<file path="src/rtl/hazard_ctrl.sv">
// hazard_ctrl
// ----------------------------------------------------------------------------
// Pipeline hazard controller for the ID stage of the MIPS core. It drives the
// PC write enable, the IF/ID load enable and the bubble-insert clears of the
// IF/ID and ID/EX stage registers. It handles three conditions:
//   - load-use hazards: a one-cycle stall that inserts a bubble into EX
//   - taken-branch flushes: BR_FLUSH_CYCLES cycles of flush
//   - memory-busy freezes: the whole front end holds its state
//
// There is no valid/ready handshake. Every output is a level that is valid in
// the cycle it is produced. All outputs are combinational from the FSM state
// and the current inputs.
//
// Ports
//   clk              in   pipeline clock, rising edge
//   rst_n            in   asynchronous active-low reset
//   id_rs, id_rt     in   source specifiers of the instruction in ID
//   id_uses_rt       in   ID instruction reads rt as a source
//   ex_rt            in   rt (load destination) of the instruction in EX
//   ex_memtoreg      in   EX instruction is a load
//   ex_branch_taken  in   branch resolved taken in EX
//   mem_busy         in   data memory not ready; freeze the pipeline
//   pc_write         out  PC update enable
//   ifid_write       out  IF/ID load enable
//   ifid_flush       out  IF/ID clear to NOP
//   idex_flush       out  ID/EX control-field clear
//   state            out  FSM state (RUN=0, FLUSH=1, WAIT=2), exposed for debug
//   stall_cnt        out  saturating count of load-use stall cycles
//   flush_cnt        out  saturating count of cycles with idex_flush asserted
//
// Configuration
//   HAZARD_STATS_EN  when defined, the statistics counters are built. When it
//                    is undefined, stall_cnt and flush_cnt are tied to 0.
// ----------------------------------------------------------------------------
module hazard_ctrl #(
    parameter int REG_W           = 5,
    parameter int BR_FLUSH_CYCLES = 2,
    parameter int CNT_W           = 16
) (
    input  logic             clk,
    input  logic             rst_n,
    input  logic [REG_W-1:0] id_rs,
    input  logic [REG_W-1:0] id_rt,
    input  logic             id_uses_rt,
    input  logic [REG_W-1:0] ex_rt,
    input  logic             ex_memtoreg,
    input  logic             ex_branch_taken,
    input  logic             mem_busy,
    output logic             pc_write,
    output logic             ifid_write,
    output logic             ifid_flush,
    output logic             idex_flush,
    output logic [1:0]       state,
    output logic [CNT_W-1:0] stall_cnt,
    output logic [CNT_W-1:0] flush_cnt
);

    typedef enum logic [1:0] {
        RUN   = 2'd0,
        FLUSH = 2'd1,
        WAIT  = 2'd2
    } state_t;

    // The branch cycle itself is the first flush cycle. FLUSH therefore only
    // covers the remaining BR_FLUSH_CYCLES-1 cycles.
    localparam logic [3:0] BR_LOAD = 4'(BR_FLUSH_CYCLES - 1);

    state_t     state_q, state_d;
    state_t     ret_q, ret_d;
    logic [3:0] fcnt_q, fcnt_d;

    logic lu;
    logic pc_write_c, ifid_write_c, ifid_flush_c, idex_flush_c;

    // A load into r0 never creates a hazard, because r0 is hard-wired to zero.
    assign lu = ex_memtoreg & (ex_rt != '0) &
                ((ex_rt == id_rs) | (id_uses_rt & (ex_rt == id_rt)));

    always_ff @(posedge clk or negedge rst_n) begin
        if (!rst_n) begin
            state_q <= RUN;
            ret_q   <= RUN;
            fcnt_q  <= 4'd0;
        end else begin
            state_q <= state_d;
            ret_q   <= ret_d;
            fcnt_q  <= fcnt_d;
        end
    end

    always_comb begin
        state_d      = state_q;
        ret_d        = ret_q;
        fcnt_d       = fcnt_q;
        pc_write_c   = 1'b1;
        ifid_write_c = 1'b1;
        ifid_flush_c = 1'b0;
        idex_flush_c = 1'b0;

        case (state_q)
            RUN: begin
                if (mem_busy) begin
                    pc_write_c   = 1'b0;
                    ifid_write_c = 1'b0;
                    ret_d        = RUN;
                    state_d      = WAIT;
                end else if (ex_branch_taken) begin
                    // The flush wins over a simultaneous load-use stall.
                    ifid_flush_c = 1'b1;
                    idex_flush_c = 1'b1;
                    fcnt_d       = BR_LOAD;
                    if (BR_LOAD != 4'd0) begin
                        state_d = FLUSH;
                    end
                end else if (lu) begin
                    // Hold PC and IF/ID, and send a bubble into EX. Next cycle
                    // the bubble sits in EX, so lu clears by itself.
                    pc_write_c   = 1'b0;
                    ifid_write_c = 1'b0;
                    idex_flush_c = 1'b1;
                end
            end
            FLUSH: begin
                if (mem_busy) begin
                    pc_write_c   = 1'b0;
                    ifid_write_c = 1'b0;
                    ret_d        = FLUSH;
                    state_d      = WAIT;
                end else begin
                    ifid_flush_c = 1'b1;
                    idex_flush_c = 1'b1;
                    fcnt_d       = fcnt_q - 4'd1;
                    if (fcnt_q == 4'd1) begin
                        state_d = RUN;
                    end
                end
            end
            WAIT: begin
                // The exit cycle is frozen as well. Normal flow resumes one
                // cycle after mem_busy drops.
                pc_write_c   = 1'b0;
                ifid_write_c = 1'b0;
                if (!mem_busy) begin
                    state_d = ret_q;
                end
            end
            default: begin
                state_d = RUN;
            end
        endcase
    end

    // While rst_n is low, both stage registers are held cleared and the PC is
    // held.
    assign pc_write   = rst_n & pc_write_c;
    assign ifid_write = rst_n & ifid_write_c;
    assign ifid_flush = ~rst_n | ifid_flush_c;
    assign idex_flush = ~rst_n | idex_flush_c;
    assign state      = rst_n ? state_q : RUN;

`ifdef HAZARD_STATS_EN
    logic [CNT_W-1:0] stall_cnt_q, stall_cnt_d;
    logic [CNT_W-1:0] flush_cnt_q, flush_cnt_d;
    logic             stall_ev;

    // A stall only counts when lu actually takes effect: RUN, with no freeze
    // and no branch overriding it.
    assign stall_ev = (state_q == RUN) & ~mem_busy & ~ex_branch_taken & lu;

    always_ff @(posedge clk or negedge rst_n) begin
        if (!rst_n) begin
            stall_cnt_q <= '0;
            flush_cnt_q <= '0;
        end else begin
            stall_cnt_q <= stall_cnt_d;
            flush_cnt_q <= flush_cnt_d;
        end
    end

    always_comb begin
        stall_cnt_d = stall_cnt_q;
        flush_cnt_d = flush_cnt_q;
        if (stall_ev && (stall_cnt_q != '1)) begin
            stall_cnt_d = stall_cnt_q + 1'b1;
        end
        if (idex_flush_c && (flush_cnt_q != '1)) begin
            flush_cnt_d = flush_cnt_q + 1'b1;
        end
    end

    assign stall_cnt = stall_cnt_q;
    assign flush_cnt = flush_cnt_q;
`else
    assign stall_cnt = '0;
    assign flush_cnt = '0;
`endif

endmodule

</file>
<file path="config.mk">
export PLATFORM = sky130hd
export DESIGN_NAME = hazard_ctrl
export DESIGN_NICKNAME = d
export VERILOG_FILES = /design/src/rtl/hazard_ctrl.sv
export SDC_FILE = /design/constraint.sdc
export NUM_CORES = 1
export LEC_CHECK = 0
export ABC_AREA = 1
export CAP_MARGIN = 30
export CORE_ASPECT_RATIO = 1.75
export CORE_MARGIN = 4
export CORE_UTILIZATION = 39
export DETAILED_ROUTE_END_ITERATION = 6
export PLACE_DENSITY_LB_ADDON = 0.3
export SYNTH_ARGS = -nofsm -noshare
export SYNTH_HDL_FRONTEND = slang
export SYNTH_SLANG_ARGS = --single-unit
</file>
<file path="constraint.sdc">
create_clock -name clk -period 3.2 [get_ports clk]
set_clock_uncertainty 0.15 [all_clocks]
set_input_delay 0.8 -clock clk [delete_from_list [all_inputs] [get_ports clk]]
set_output_delay 0.8 -clock clk [all_outputs]
set_load 0.01 [all_outputs]
</file>
==> results.cfg, run 1 <==
[status]
status = completed

[synth]
ys_types = 21
synth_common_cells = nand2_1 (36), buf_4 (33), inv_1 (30)
yosysMostFrequentCell = nand2_1
ys_seq_area_frac = 0.1936
synth_top_cell_by_area = buf_4
synth_cells = 146
ys_ff_latch = 7
netlist_top_cells_area = buf_4 (27%), dfrtp_1 (19%), nand2_1 (15%), inv_1 (12%), nor2_1 (5.4%)
yosysWarnings = 0
ys_async_sr_fraction = 1.000
syn_area_um2 = 904.6
synth_flop_cell = dfrtp_1
yosys.area.top_type_share = 0.2739
synth_area_per_cell_um2 = 6.196
synth_edf_count = 0

[sta]
drv_slew = 0
fin_crit_sh = 0.9608
setup_violations = 0
period_needed_ns = 3.075
max_freq_mhz = 325.2
rsz0062_at_grt = false
finalSetupTns_ns = 0
setup_slack_ns = 0.1254
hold_viol_final = 0

[clock_network]
clock_path_buffers = 2
cts.sinks = 7
cts-root-buf = clkbuf_4
cts.clk_slew.worst_paths_ns = 0.05
clk_latency_ns = 0.25
cts_inserted_buffers = 3
cts_setup_buffers = 0
htree_levels = 1
cts_tree = done

[critical_path]
critPathMaxFanout = 2
cpMaxStageDelayCell = clkdlybuf4s50_1
cp.required_ns = 2.25
cp_common_cell = nand2_1
critical_path_class = input port to primary output
path_cells = clkdlybuf4s50_1 > inv_1 > nand2_1 > nand2_1 > nor2_1 > nand3_1 > nand2_1 > nand3_1 > nand2_1 > inv_1 > clkdlybuf4s15_1
worstPathArrival_ns = 2.12
cpPeakStageDelay_ns = 0.48
cp-start-kind = input port
cpLargestDelayFamily = buffers and inverters
path_buf_inv = 4
endpoint_kind = primary output

[routing]
drt_iter0_drc = 15
vias_per_cell = 4.177
post-route-drc-count = 0
num_vias = 848
detail-route-antenna-nets = 0
drt_first_pass_iters = 4
wl_per_cell_um = 10.45
wl_mm = 2.121

[power]
p_leak_nw = 0.7047
power.density_mw_per_mm2 = 418.5
irDropWorstVdd_mv = 0.2790

[run]
cap_violations = 0

[floorplanning]
die_y_um = 71.71
core_mm2 = 0.002147
start_util = 0.4213
rows = 22
die_x_um = 44.41
die_area_mm2 = 0.003184
ioPinCount = 59

[cells_and_area]
final_core_util = 0.5315
synthToLayoutAreaGrowth_pct = 26.14
nNetsFinal = 203
num_antenna_cells = 0
final_layout_size_suffix_gt1_frac = 0.07821

[global_route]
grt_start_max_net_pins = 10
first_global_vias = 789
antenna_found_initial = 0
grt_busiest_layer = met2
met1_usage = 0.1263
grt.overflow.total = 0
gr-usage-met3 = 0.01759
grt_pass1_wl_mm = 3.139
met2_usage = 0.2289
grtUsageTotal = 0.1290

[placed_design]
dp_slack_ns = -0.2033
dp_hpwl_mm = 1.813
gp_congestion = 0.8963
portBuffers = 26

[worst_hold_path]
min_path_type = flop to flop
-- worst reg2reg max path, cell delays in order (launching register included) --
cell	delay, ns
dfrtp_1	0.46
nor2_4	0.17
o21ai_2	0.07
buf_4	0.13
nor2_1	0.11
xor2_1	0.16
nor2_1	0.05
-- cells in the final DEF (no fill, tap or decap) --
cell / netlist / layout
nand2_1: 36 / 36
conb_1: 1 / 32
inv_1: 30 / 29
clkdlybuf4s50_1: 0 / 17
nor2_1: 13 / 11
dfrtp_1: 7 / 7
buf_4: 33 / 6
nand3_1: 5 / 5
o21ai_0: 4 / 4
dlymetal6s2s_1: 0 / 4
clkbuf_4: 0 / 3
dlygate4sd2_1: 0 / 3
nor2_2: 0 / 2
nand4_1: 2 / 2
xor2_1: 2 / 2
a21oi_1: 2 / 2
ha_1: 2 / 2
clkdlybuf4s15_1: 0 / 2
inv_2: 0 / 1
xnor2_1: 1 / 1
a211oi_1: 1 / 1
nor2_4: 1 / 1
o21ai_2: 1 / 1
nor4_1: 1 / 1
o32ai_1: 1 / 1
o211ai_1: 1 / 1
o31ai_1: 1 / 1
clkbuf_1: 0 / 1
-- kinds of logic after synthesis --
| family | after synthesis | share of synthesized area |
|---|---|---|
| flip-flops | 7 | 0.1936 |
| AO/OA/AOI/OAI | 11 | 0.07747 |
| buffers and inverters | 64 | 0.4039 |
| other | 1 | 0.004145 |
| AND/OR/NAND/NOR | 58 | 0.2642 |
| XOR/XNOR | 3 | 0.02905 |
| adder cells (fa/ha/maj) | 2 | 0.02766 |
-- final timing paths --
kind	startpoint	end	slack, ns	depth (start not counted)
worst max register to register	state_q[1]	fcnt_q[3]	1.78	6
max in group asynchronous	rst_n	state_q[1]	2.06	2
min in group asynchronous	rst_n	fcnt_q[2]	0.71	2
worst min-delay path	ret_q[0]	ret_q[0]	0.36	2
worst min register to register	ret_q[0]	ret_q[0]	0.36	2
worst max-delay path	id_rs[0]	pc_write	0.13	11
-- per-stage QoR --
step / cells / hold slack [ns] / area [um^2] / power, W
2_1_floorplan: 177 / 0.3035 / 1021 / 0.0003402
3_3_place_gp: 199 / 0.3257 / 1104 / 0.0003967
3_5_place_dp: 199 / 0.3527 / 1104 / 0.0004037
4_1_cts: 203 / 0.3625 / 1124 / 0.0004808
5_1_grt: 203 / 0.3999 / 1141 / 0.0005286
6_report: 203 / 0.3592 / 1141 / 0.0004776
-- cell type report --
cell class                 count  area (um^2)
multi-input combinational    106        485.5
sequential                     7        175.2
clock buffer                   4        26.28
tap                           24        30.03
fill                         229         1006
inverter                      30        112.6
timing repair buffer          32        311.5
-- power by group --
group | total, W | leakage, nW | switching (W) | internal (W)
clock network | 0.0000771 | 0.0150 | 0.0000297 | 0.0000474
logic | 0.000243 | 0.601 | 0.000136 | 0.000107
registers | 0.000157 | 0.0890 | 0.0000327 | 0.000124
-- state kept, by name (all words and copies together) (netlist names) --
signal / flops
ret_q: 1
state_q: 2
fcnt_q: 4
-- routing by layer --
| layer | part of all wire | vias to the layer above | wire length (um) |
|---|---|---|---|
| met1 | 0.35 | 360 | 735 |
| met2 | 0.53 | 37 | 1124 |
| met3 | 0.082 | 8 | 173 |
| li1 | - | 443 | - |
| met5 | 0 | - | 0 |
| met4 | 0.041 | 0 | 88 |
-- timing repair --
| action | 4_1_cts | 5_1_grt |
|---|---|---|
| pin swaps | 0 | 1 |
| gates resized for setup | 6 | 8 |
| hold buffers | 0 | 0 |
| setup endpoints to repair | 3 | 4 |
| endpoints found under the hold margin | 0 | 0 |
(Power assumes the default switching activity.)
==> inputs of run 2 (changes only) <==
- CORE_MARGIN: 4 -> 2
==> results.cfg, run 2 (synthesis results as in run 1) <==
[status]
status = completed

[floorplanning]
start_util = 0.4030
die_y_um = 67.71
die_area_mm2 = 0.002736
ioPinCount = 59
die_x_um = 40.41
core_mm2 = 0.002245
rows = 23

[global_route]
antenna_found_initial = 0
grtUsageTotal = 0.1634
first_global_vias = 768
grt.overflow.total = 0
grt_pass1_wl_mm = 3.015
grt_start_max_net_pins = 10

[critical_path]
cpLargestDelayFamily = buffers and inverters
cpMaxStageDelayCell = clkdlybuf4s50_1
path_buf_inv = 3
critPathMaxFanout = 2
worstPathArrival_ns = 2.15
cp-start-kind = input port
cpPeakStageDelay_ns = 0.49
cp.required_ns = 2.25
critical_path_class = input port to primary output
endpoint_kind = primary output
path_cells = clkdlybuf4s50_1 > inv_1 > nand2_1 > nand2_1 > nor2_2 > nand3_1 > nand2_1 > nand3_1 > nand2_1 > clkdlybuf4s15_1
cp_common_cell = nand2_1

[cells_and_area]
fillCellCount = 248
fin_area_mm2 = 0.001144
nNetsFinal = 202
synthToLayoutAreaGrowth_pct = 26.42
final_layout_size_suffix_gt1_frac = 0.07865
largest_reg_flops = 4
layout_common_cells = nand2_1 (36), conb_1 (32), inv_1 (29)
multi_input_area_um2 = 483.0
top_regs = fcnt_q x4, state_q x2, ret_q x1
seq_area_um2 = 175.2
final_common_cell = nand2_1
num_antenna_cells = 0
regMostFlops = fcnt_q

[power]
power.density_mw_per_mm2 = 466.7
finalPower_w = 0.0005337
p_leak_nw = 0.7078
irDropWorstVdd_mv = 0.3367

[placed_design]
place_area_mm2 = 0.001097
dp_hpwl_mm = 1.761
portBuffers = 26
gp_congestion = 0.8465

[routing]
detail-route-antenna-nets = 0
post-route-drc-count = 0
vias_per_cell = 4.163
drt_first_pass_iters = 4
drt_iter0_drc = 15
wl_mm = 2.115
num_vias = 845
wl_per_cell_um = 10.42

[clock_network]
cts_setup_buffers = 0
clock_path_buffers = 2
ctsHoldBuffers = 0
htree_levels = 1
cts_tree = done
cts.sinks = 7
clk_latency_ns = 0.24
cts.clk_slew.worst_paths_ns = 0.04
cts-root-buf = clkbuf_8
cts_inserted_buffers = 3

[sta]
fin_crit_sh = 0.9678
drv_slew = 0
max_freq_mhz = 322.9
setup_violations = 0
rsz0062_at_grt = false
hold_viol_final = 0
period_needed_ns = 3.097

[run]
cap_violations = 0

[worst_hold_path]
min_path_type = flop to flop
[run 2: cell type report]
type | instances | share of cell area
Timing Repair Buffer | 31 | 0.2593
Multi-Input combinational cell | 106 | 0.4223
Sequential cell | 7 | 0.1532
Tap cell | 25 | 0.02735
Inverter | 30 | 0.09847
Clock buffer | 4 | 0.03939
[run 2: timing repair]
item | in CTS | in global routing
setup endpoints to repair | 3 | 4
cloned | 0 | 0
pin swaps | 1 | 1
gates resized for setup | 5 | 10
[run 2: power breakdown]
group	leakage [nW]	switching, W	internal [W]
combinational	0.596	0.000136	0.000106
clock	0.0228	0.0000449	0.0000867
sequential	0.0890	0.0000355	0.000125
total	0.708	0.000217	0.000317
[run 2: final timing paths]
| check | startpoint | endpoint | slack, ns | cells past startpoint |
|---|---|---|---|---|
| worst max register to register | state_q[1] | state_q[0] | 1.84 | 5 |
| worst min-delay path | ret_q[0] | ret_q[0] | 0.36 | 2 |
| max in group asynchronous | rst_n | state_q[1] | 2.04 | 2 |
| worst max-delay path | id_rt[1] | idex_flush | 0.10 | 10 |
| min in group asynchronous | rst_n | fcnt_q[1] | 0.72 | 2 |
| worst min register to register | ret_q[0] | ret_q[0] | 0.36 | 2 |
[run 2: metal layers]
layer  global-route usage  wire length [um]  part of all wire
met1               0.1405               757              0.36
met2               0.3175              1154              0.55
met5                    0                 0                 0
met3              0.01645               151             0.071
met4               0.1000                51             0.024
[run 2: tightest hold or removal path: cells and delay by family (launching register included)]
kind,cells,cell delay [ns]
DFF,1,0.35
and+or+nand+nor,1,0.06
AOI/OAI and AO/OA,1,0.06
[run 2: per-stage QoR]
stage	hold WS, ns	setup TNS [ns]	setup slack (ns)	cells	util
after floorplan	0.3035	0	0.7631	177	-
after global placement	0.3293	-0.6593	-0.2280	199	0.4889
after detailed placement	0.3346	-0.6512	-0.2306	199	0.4889
after CTS	0.3511	0	0.007156	203	0.5067
after global routing	0.3825	0	0.01534	203	0.5095
final	0.3605	0	0.1032	203	0.5095
==> inputs of run 3 (changes only) <==
- SETUP_SLACK_MARGIN: default -> 0.4
==> results.cfg, run 3 (synthesis results as in run 1) <==
[sta]
max_freq_mhz = 373.3
drv_slew = 0
period_needed_ns = 2.679
rsz0062_at_grt = false
hold_viol_final = 0
setup_violations = 0
fin_crit_sh = 0.8372
setup_slack_ns = 0.5211

[clock_network]
clk_latency_ns = 0.24
htree_levels = 1
cts-root-buf = clkbuf_8
cts.clk_slew.worst_paths_ns = 0.04
ctsHoldBuffers = 0
cts_inserted_buffers = 3
cts_tree = done
cts.sinks = 7
clock_path_buffers = 2

[floorplanning]
rows = 23
die_y_um = 67.71
die_area_mm2 = 0.002736
ioPinCount = 59
start_util = 0.4030
core_mm2 = 0.002245
die_x_um = 40.41

[placed_design]
place_area_mm2 = 0.001097
dp_hpwl_mm = 1.761
portBuffers = 26
dp_slack_ns = -0.2306
gp_congestion = 0.8465

[routing]
drt_iter0_drc = 18
wl_mm = 2.373
detail-route-antenna-nets = 0
vias_per_cell = 4.304
wl_per_cell_um = 11.09
post-route-drc-count = 0
num_vias = 921
drt_first_pass_iters = 4

[cells_and_area]
fillCellCount = 239
nNetsFinal = 213
fin_area_mm2 = 0.001204
synthToLayoutAreaGrowth_pct = 33.06
top_regs = fcnt_q x4, state_q x2, ret_q x1
seq_area_um2 = 175.2
final_layout_size_suffix_gt1_frac = 0.2222
layout_common_cells = nand2_1 (36), conb_1 (32), inv_1 (27)
largest_reg_flops = 4
multi_input_area_um2 = 503.0
regMostFlops = fcnt_q
num_antenna_cells = 0
final_common_cell = nand2_1

[critical_path]
critPathMaxFanout = 4
cp.required_ns = 3.17
critical_path_class = input port to flop
cp-start-kind = input port
worstPathArrival_ns = 2.65
endpoint_kind = flop

[run]
cap_violations = 0

[power]
p_sw_w = 0.0002366
irDropWorstVdd_mv = 0.3206
p_int_w = 0.0003347
combPwrFrac = 0.484
switching_share = 0.4141
p_seq_frac = 0.282
p_leak_nw = 0.7659
clkPwrFrac = 0.234
power.density_mw_per_mm2 = 474.6

[global_route]
grtUsageTotal = 0.1887
first_global_vias = 857
grt_pass1_wl_mm = 3.450
grt.overflow.total = 0
grt_start_max_net_pins = 9
antenna_found_initial = 0

[status]
status = completed

[worst_hold_path]
min_path_type = flop to flop
==> run 3: changes by cell type in the layout (fill, tap and decap cells not counted), sizes merged <==
cell	before	now
clkdlybuf4s15	1	3
dlymetal6s2s	4	1
clkbuf	6	12
buf	5	19
dlygate4sd2	1	10
clkdlybuf4s50	18	1
==> run 3: path summary, 6_finish.rpt <==
path                                 start         end  slack [ns]  depth (start not counted)
setup / recovery           ex_branch_taken   fcnt_q[0]        0.52                         15
min in group asynchronous            rst_n    ret_q[0]        0.44                          3
max in group asynchronous            rst_n  state_q[0]        2.34                          3
hold reg to reg                   ret_q[0]    ret_q[0]        0.36                          2
setup reg to reg                state_q[0]   fcnt_q[0]        0.86                         14
hold / removal                    ret_q[0]    ret_q[0]        0.36                          2
==> run 3: what timing repair did <==
item | in CTS | in global routing
gates resized for setup | 41 | 26
endpoints found under the setup margin | 6 | 4
pin swaps | 11 | 9
cloned | 0 | 0
buffers inserted | 11 | 0
==> run 3: routing by layer <==
layer  GRT usage  share of wire  vias up
met3     0.01645          0.070        5
met2      0.3790           0.58       41
met5           0              0        -
met4      0.1083          0.025        0
met1      0.1548           0.33      415
li1            -              -      460
==> run 3: metrics by stage <==
| stage | std cells | hold WS (ns) | util | TNS, ns | total power (W) |
|---|---|---|---|---|---|
| 2_1_floorplan | 177 | 0.3035 | - | 0 | 0.0003402 |
| 3_3_place_gp | 199 | 0.3293 | 0.4889 | -0.6593 | 0.0003967 |
| 3_5_place_dp | 199 | 0.3346 | 0.4889 | -0.6512 | 0.0004065 |
| 4_1_cts | 214 | 0.3511 | 0.5412 | 0 | 0.0005564 |
| 5_1_grt | 214 | 0.3826 | 0.5362 | 0 | 0.0006077 |
| 6_report | 214 | 0.3641 | 0.5362 | 0 | 0.0005713 |
==> run 3: final cells by class <==
cell class	count	area share
clock buffer	4	0.03742
timing repair buffer	42	0.2796
inverter	30	0.09356
sequential	7	0.1455
multi-input combinational	106	0.4179
tap	25	0.02599
==> run 3: power groups by stage <==
stage	registers, W	logic, W	clock network, W
final	0.000161	0.000276	0.000134
after global placement	0.000158	0.000239	0
after detailed placement	0.000161	0.000246	0
after CTS	0.000160	0.000262	0.000135
after global routing	0.000165	0.000308	0.000134
after floorplan	0.000142	0.000198	0
==> run 3: critical path, cell delays in order <==
cell and delay, ns:
dlygate4sd2_1 0.26, o21ai_2 0.15, inv_1 0.08, buf_4 0.14, buf_4 0.13, buf_4 0.12, buf_4 0.12, buf_4 0.12
buf_4 0.12, buf_4 0.12, buf_4 0.12, buf_4 0.12, buf_4 0.13, nand2_1 0.06, o21ai_0 0.08
==> variant 1, RTL diff (flow settings as in run 3) <==
The parameter `CNT_W` goes from 16 to 32.
--- a/src/rtl/hazard_ctrl.sv
+++ b/src/rtl/hazard_ctrl.sv
@@ -36,5 +36,5 @@
     parameter int REG_W           = 5,
     parameter int BR_FLUSH_CYCLES = 2,
-    parameter int CNT_W           = 16
+    parameter int CNT_W           = 32
 ) (
     input  logic             clk,
Ports: changed (resized flush_cnt and stall_cnt); port bits go from 59 to 91. No check against the original RTL was run, so the function may have changed too.
==> variant 1 against run 3 <==
Sequential power down 3%. Utilization down 9.0 points. Global-route usage down 6.0 points. Clock power down 6%. Final area up 6.1%. Synthesized area up 27%. Routed wire length down 13%. Total power down 6.4%. First-iteration DRC count down 50%. Worst setup slack worse by 0.010 ns. Register-to-register slack better by 0.92 ns. Die area up 24%. Sequential cell count unchanged. Critical endpoint is now pc_write. Largest cell class unchanged. Largest power group unchanged. Highest routed layer unchanged.
==> variant 1: results (changes against run 3) <==
Seq/Total Area, Yosys -> 15.3% (was 19.4%)
total track usage -> 12.8% (was 18.9%)
CP peak stage delay -> 0.45 ns (was 0.26 ns)
maximum vdd ir drop -> 0.000276 V (was 0.000321 V)
crit path max-delay cell type -> clkdlybuf4s50_1 (was dlygate4sd2_1)
Compound-Gate Fraction of Synth Area -> 6.12% (was 7.75%)
routed wl met3 -> 248 µm (was 166 µm)
area of placed instances -> 1240 µm² (was 1100 µm²)
vias in the first global route -> 811 (was 857)
Pwr Total -> 535 µW (was 571 µW)
most instantiated cells after synthesis -> buf_4, nand2_1, inv_1, nor2_1, dfrtp_1 (was nand2_1, buf_4, inv_1, nor2_1, dfrtp_1)
non-clk buf share -> 21.8% (was 28.0%)
placed cells -> 237 (was 199)
Post-Synth Adder-Cell Area -> 2.19% (was 2.77%)
met2 WL -> 1090 µm (was 1370 µm)
status -> complete, no violations (unchanged)
largest net degree at the start of global routing -> 10 (was 9)
P_int -> 310 µW (was 335 µW)
Clock-cell share -> 3.53% (was 3.74%)
layout cells sized above 1 -> 15.9% (was 22.2%)
worst slack at placement -> -0.237 ns (was -0.231 ns)
Synth Area in XOR/XNOR -> 2.30% (was 2.90%)
met1 wire length -> 661 µm (was 773 µm)
Filler cells -> 323 (was 239)
final wirelength -> 2060 µm (was 2370 µm)
top cells by area, synth -> buf_4, dfrtp_1, nand2_1, inv_1, nor2_1 (unchanged)
Routed WL per cell -> 8.51 µm (was 11.1 µm)
==> variant 1: timing repair <==
item                       CTS  global route
setup endpoints to repair    6             4
gates resized for setup     44            20
buffers inserted             1             0
pin swaps                   10             8
==> variant 1: layer usage <==
metal	global-route usage, %	up-vias
met5	0	-
met4	8.82	0
met3	2.61	7
met2	23.5	58
met1	12.3	400
li1	-	477
==> variant 1: tightest hold or removal path, stage by stage, from the launching register on <==
cell and delay, ns:
dfrtp_1 0.33, nand2_1 0.05, o21ai_0 0.07
==> variant 1: final timing paths <==
check / startpoint / to / slack (ns)
min: ret_q[0] / ret_q[0] / 0.34
min in group asynchronous: rst_n / fcnt_q[0] / 0.47
min reg2reg: ret_q[0] / ret_q[0] / 0.34
max reg2reg: state_q[1] / fcnt_q[3] / 1.78
max in group asynchronous: rst_n / state_q[1] / 2.32
max: ex_memtoreg / pc_write / 0.51
==> variant 2, RTL diff (settings of run 3) <==
Made on the original files. The option `HAZARD_STATS_EN` is turned on by a define.
--- a/src/rtl/hazard_ctrl.sv
+++ b/src/rtl/hazard_ctrl.sv
@@ -33,4 +33,6 @@
 //                    is undefined, stall_cnt and flush_cnt are tied to 0.
 // ----------------------------------------------------------------------------
+`define HAZARD_STATS_EN
+
 module hazard_ctrl #(
     parameter int REG_W           = 5,
Formal check against the unedited RTL: not equivalent (Yosys sat finds a counterexample within 4 cycles, from zero or initial values and one cycle with rst_n low).
==> variant 2 against run 3 <==
Total power rose to 3.0 times the old value. Hold slack worse by 0.17 ns. Sequential cell count up 32. Synthesized area rose to 2.9 times the old value. Global-route usage down 0.20 points. Via count rose to 2.8 times the old value. Utilization about the same. Register-to-register slack better by 0.18 ns. Routed wire length rose to 2.8 times the old value. Worst setup slack worse by 0.034 ns. Final area rose to 2.9 times the old value. First-iteration DRC count rose to 6.1 times the old value. Critical path type is now primary input to output pin. Largest cell class unchanged.
==> variant 2: results (changes against run 3) <==
setup slack, reg-to-reg -> 1.04 ns (was 0.86 ns)
worst reg2reg endpoint -> flush_cnt[14] (was fcnt_q[0])
clock slew at reported path FFs -> 0.06 ns (was 0.04 ns)
vias in the first global route -> 2500 (was 857)
largest net degree at the start of global routing -> 37 (was 9)
routed wl met3 -> 230 µm (was 166 µm)
Worst Path Arrival -> 1.76 ns (was 2.65 ns)
clock buffer count from CTS -> 5 (was 3)
root buf cell -> clkbuf_16 (was clkbuf_8)
worst-path fanout max -> 3 (was 4)
met3 usage in global routing -> 2.00% (was 1.64%)
switching share of power -> 30.4% (was 41.4%)
met2 GRT Util -> 36.7% (was 37.9%)
Skew-Pair Late Insertion Delay -> 0.29 ns (was 0.24 ns)
Min-Delay Path Class -> primary input to asynchronous set/reset pin (was flop to flop)
IO buf count -> 58 (was 26)
grt met1 use -> 19.8% (was 15.5%)
r2r startpoint -> flush_cnt[0] (was state_q[0])
gpl congestion -> 0.884 (was 0.847)
Pwr Total -> 1.73 mW (was 571 µW)
met1 wire length -> 2390 µm (was 773 µm)
CTS Buffer Depth -> 2 (unchanged)
total track usage -> 18.7% (was 18.9%)
Seq/Total Area, Yosys -> 37.2% (was 19.4%)
final cell count without fillers -> 524 (was 214)
DP HPWL -> 4860 µm (was 1760 µm)
Via Count -> 2559 (was 921)
Post-Syn Instances -> 369 (was 146)
Filler cells -> 666 (was 239)
initial DRC count -> 109 (was 18)
top cells by area, synth -> dfrtp_1, nand2_1, inv_1, nand3_1, xor2_1 (was buf_4, dfrtp_1, nand2_1, inv_1, nor2_1)
area of placed instances -> 3340 µm² (was 1100 µm²)
H-tree depth -> 2 (was 1)
maximum vdd ir drop -> 0.000518 V (was 0.000321 V)
met2 WL -> 3810 µm (was 1370 µm)
Routed WL per cell -> 12.5 µm (was 11.1 µm)
cell count of the worst reg-to-reg path -> 9 (was 14)
layout cells sized above 1 -> 15.2% (was 22.2%)
CTS resizes -> 37 (was 41)
final-stage net count -> 466 (was 213)
Seq power -> 630 µW (was 161 µW)
status -> complete, no violations (unchanged)
CP peak stage delay -> 0.24 ns (was 0.26 ns)
most instantiated cells after synthesis -> nand2_1, inv_1, dfrtp_1, nand3_1, nor2_1 (was nand2_1, buf_4, inv_1, nor2_1, dfrtp_1)
Comb power frac -> 25.7% (was 48.4%)
first-pass GRT wire length -> 11100 µm (was 3450 µm)
Leakage -> 1.80 nW (was 0.766 nW)
Top Family by Delay on Critical Path -> simple AND/OR/NAND/NOR gates (was buffers and inverters)
Post-CTS Setup Bufs -> 0 (was 11)
count of different cell masters after synthesis -> 30 (was 21)
==> variant 2: changes by cell type in the layout (fill, tap and decap cells not counted), moves of 5 or more <==
cell	change
inv_2	+6
dfrtp_1	+32
clkdlybuf4s50_1	+35
nand3_1	+28
xor2_1	+17
nand2_1	+98
xnor2_1	+11
nand2_2	+9
conb_1	-32
nor2_1	+8
inv_1	+16
nor3_1	+10
clkbuf_16	+5
==> variant 2: worst max path at each step <==
stage / end / from / depth (start not counted) / slack, ns
global route: pc_write / id_rs[1] / 11 / 0.41
floorplan: pc_write / ex_rt[1] / 8 / 0.72
detailed placement: idex_flush / ex_rt[3] / 10 / -0.25
global placement: idex_flush / ex_rt[0] / 10 / -0.23
finish: pc_write / id_rs[0] / 10 / 0.49
CTS: pc_write / ex_rt[0] / 11 / 0.40
==> variant 2: cell type report <==
class,instances,area (µm²),area share (%)
Timing Repair Buffer,72,617,17.6
Inverter,52,195,5.57
Sequential cell,39,976,27.9
Multi-Input combinational cell,271,1420,40.5
Clock inverter,3,67.6,1.93
Clock buffer,5,125,3.57
Tap cell,82,103,2.93
==> variant 2: per-stage QoR <==
stage               hold WS (ns)  TNS, ns  utilization, %  setup WS (ns)
global route               0.206        0            53.6          0.408
CTS                        0.194        0            53.7          0.404
floorplan                  0.329        0               -          0.724
finish                     0.198        0            53.6          0.487
global placement           0.353   -0.666            51.1         -0.225
detailed placement         0.357   -0.704            51.1         -0.254
==> variant 2: logic make-up (layout without fill, tap and decap cells) <==
kind of cell / after synthesis / in the layout / share of synthesized area [%]
adders and majority gates: 4 / 4 / 1.91
xor gates and xnor gates: 30 / 30 / 10.0
AOI/OAI and AO/OA: 11 / 11 / 2.43
buffers and inverters: 59 / 132 / 9.58
DFF: 39 / 39 / 37.2
and+or+nand+nor: 226 / 226 / 38.9
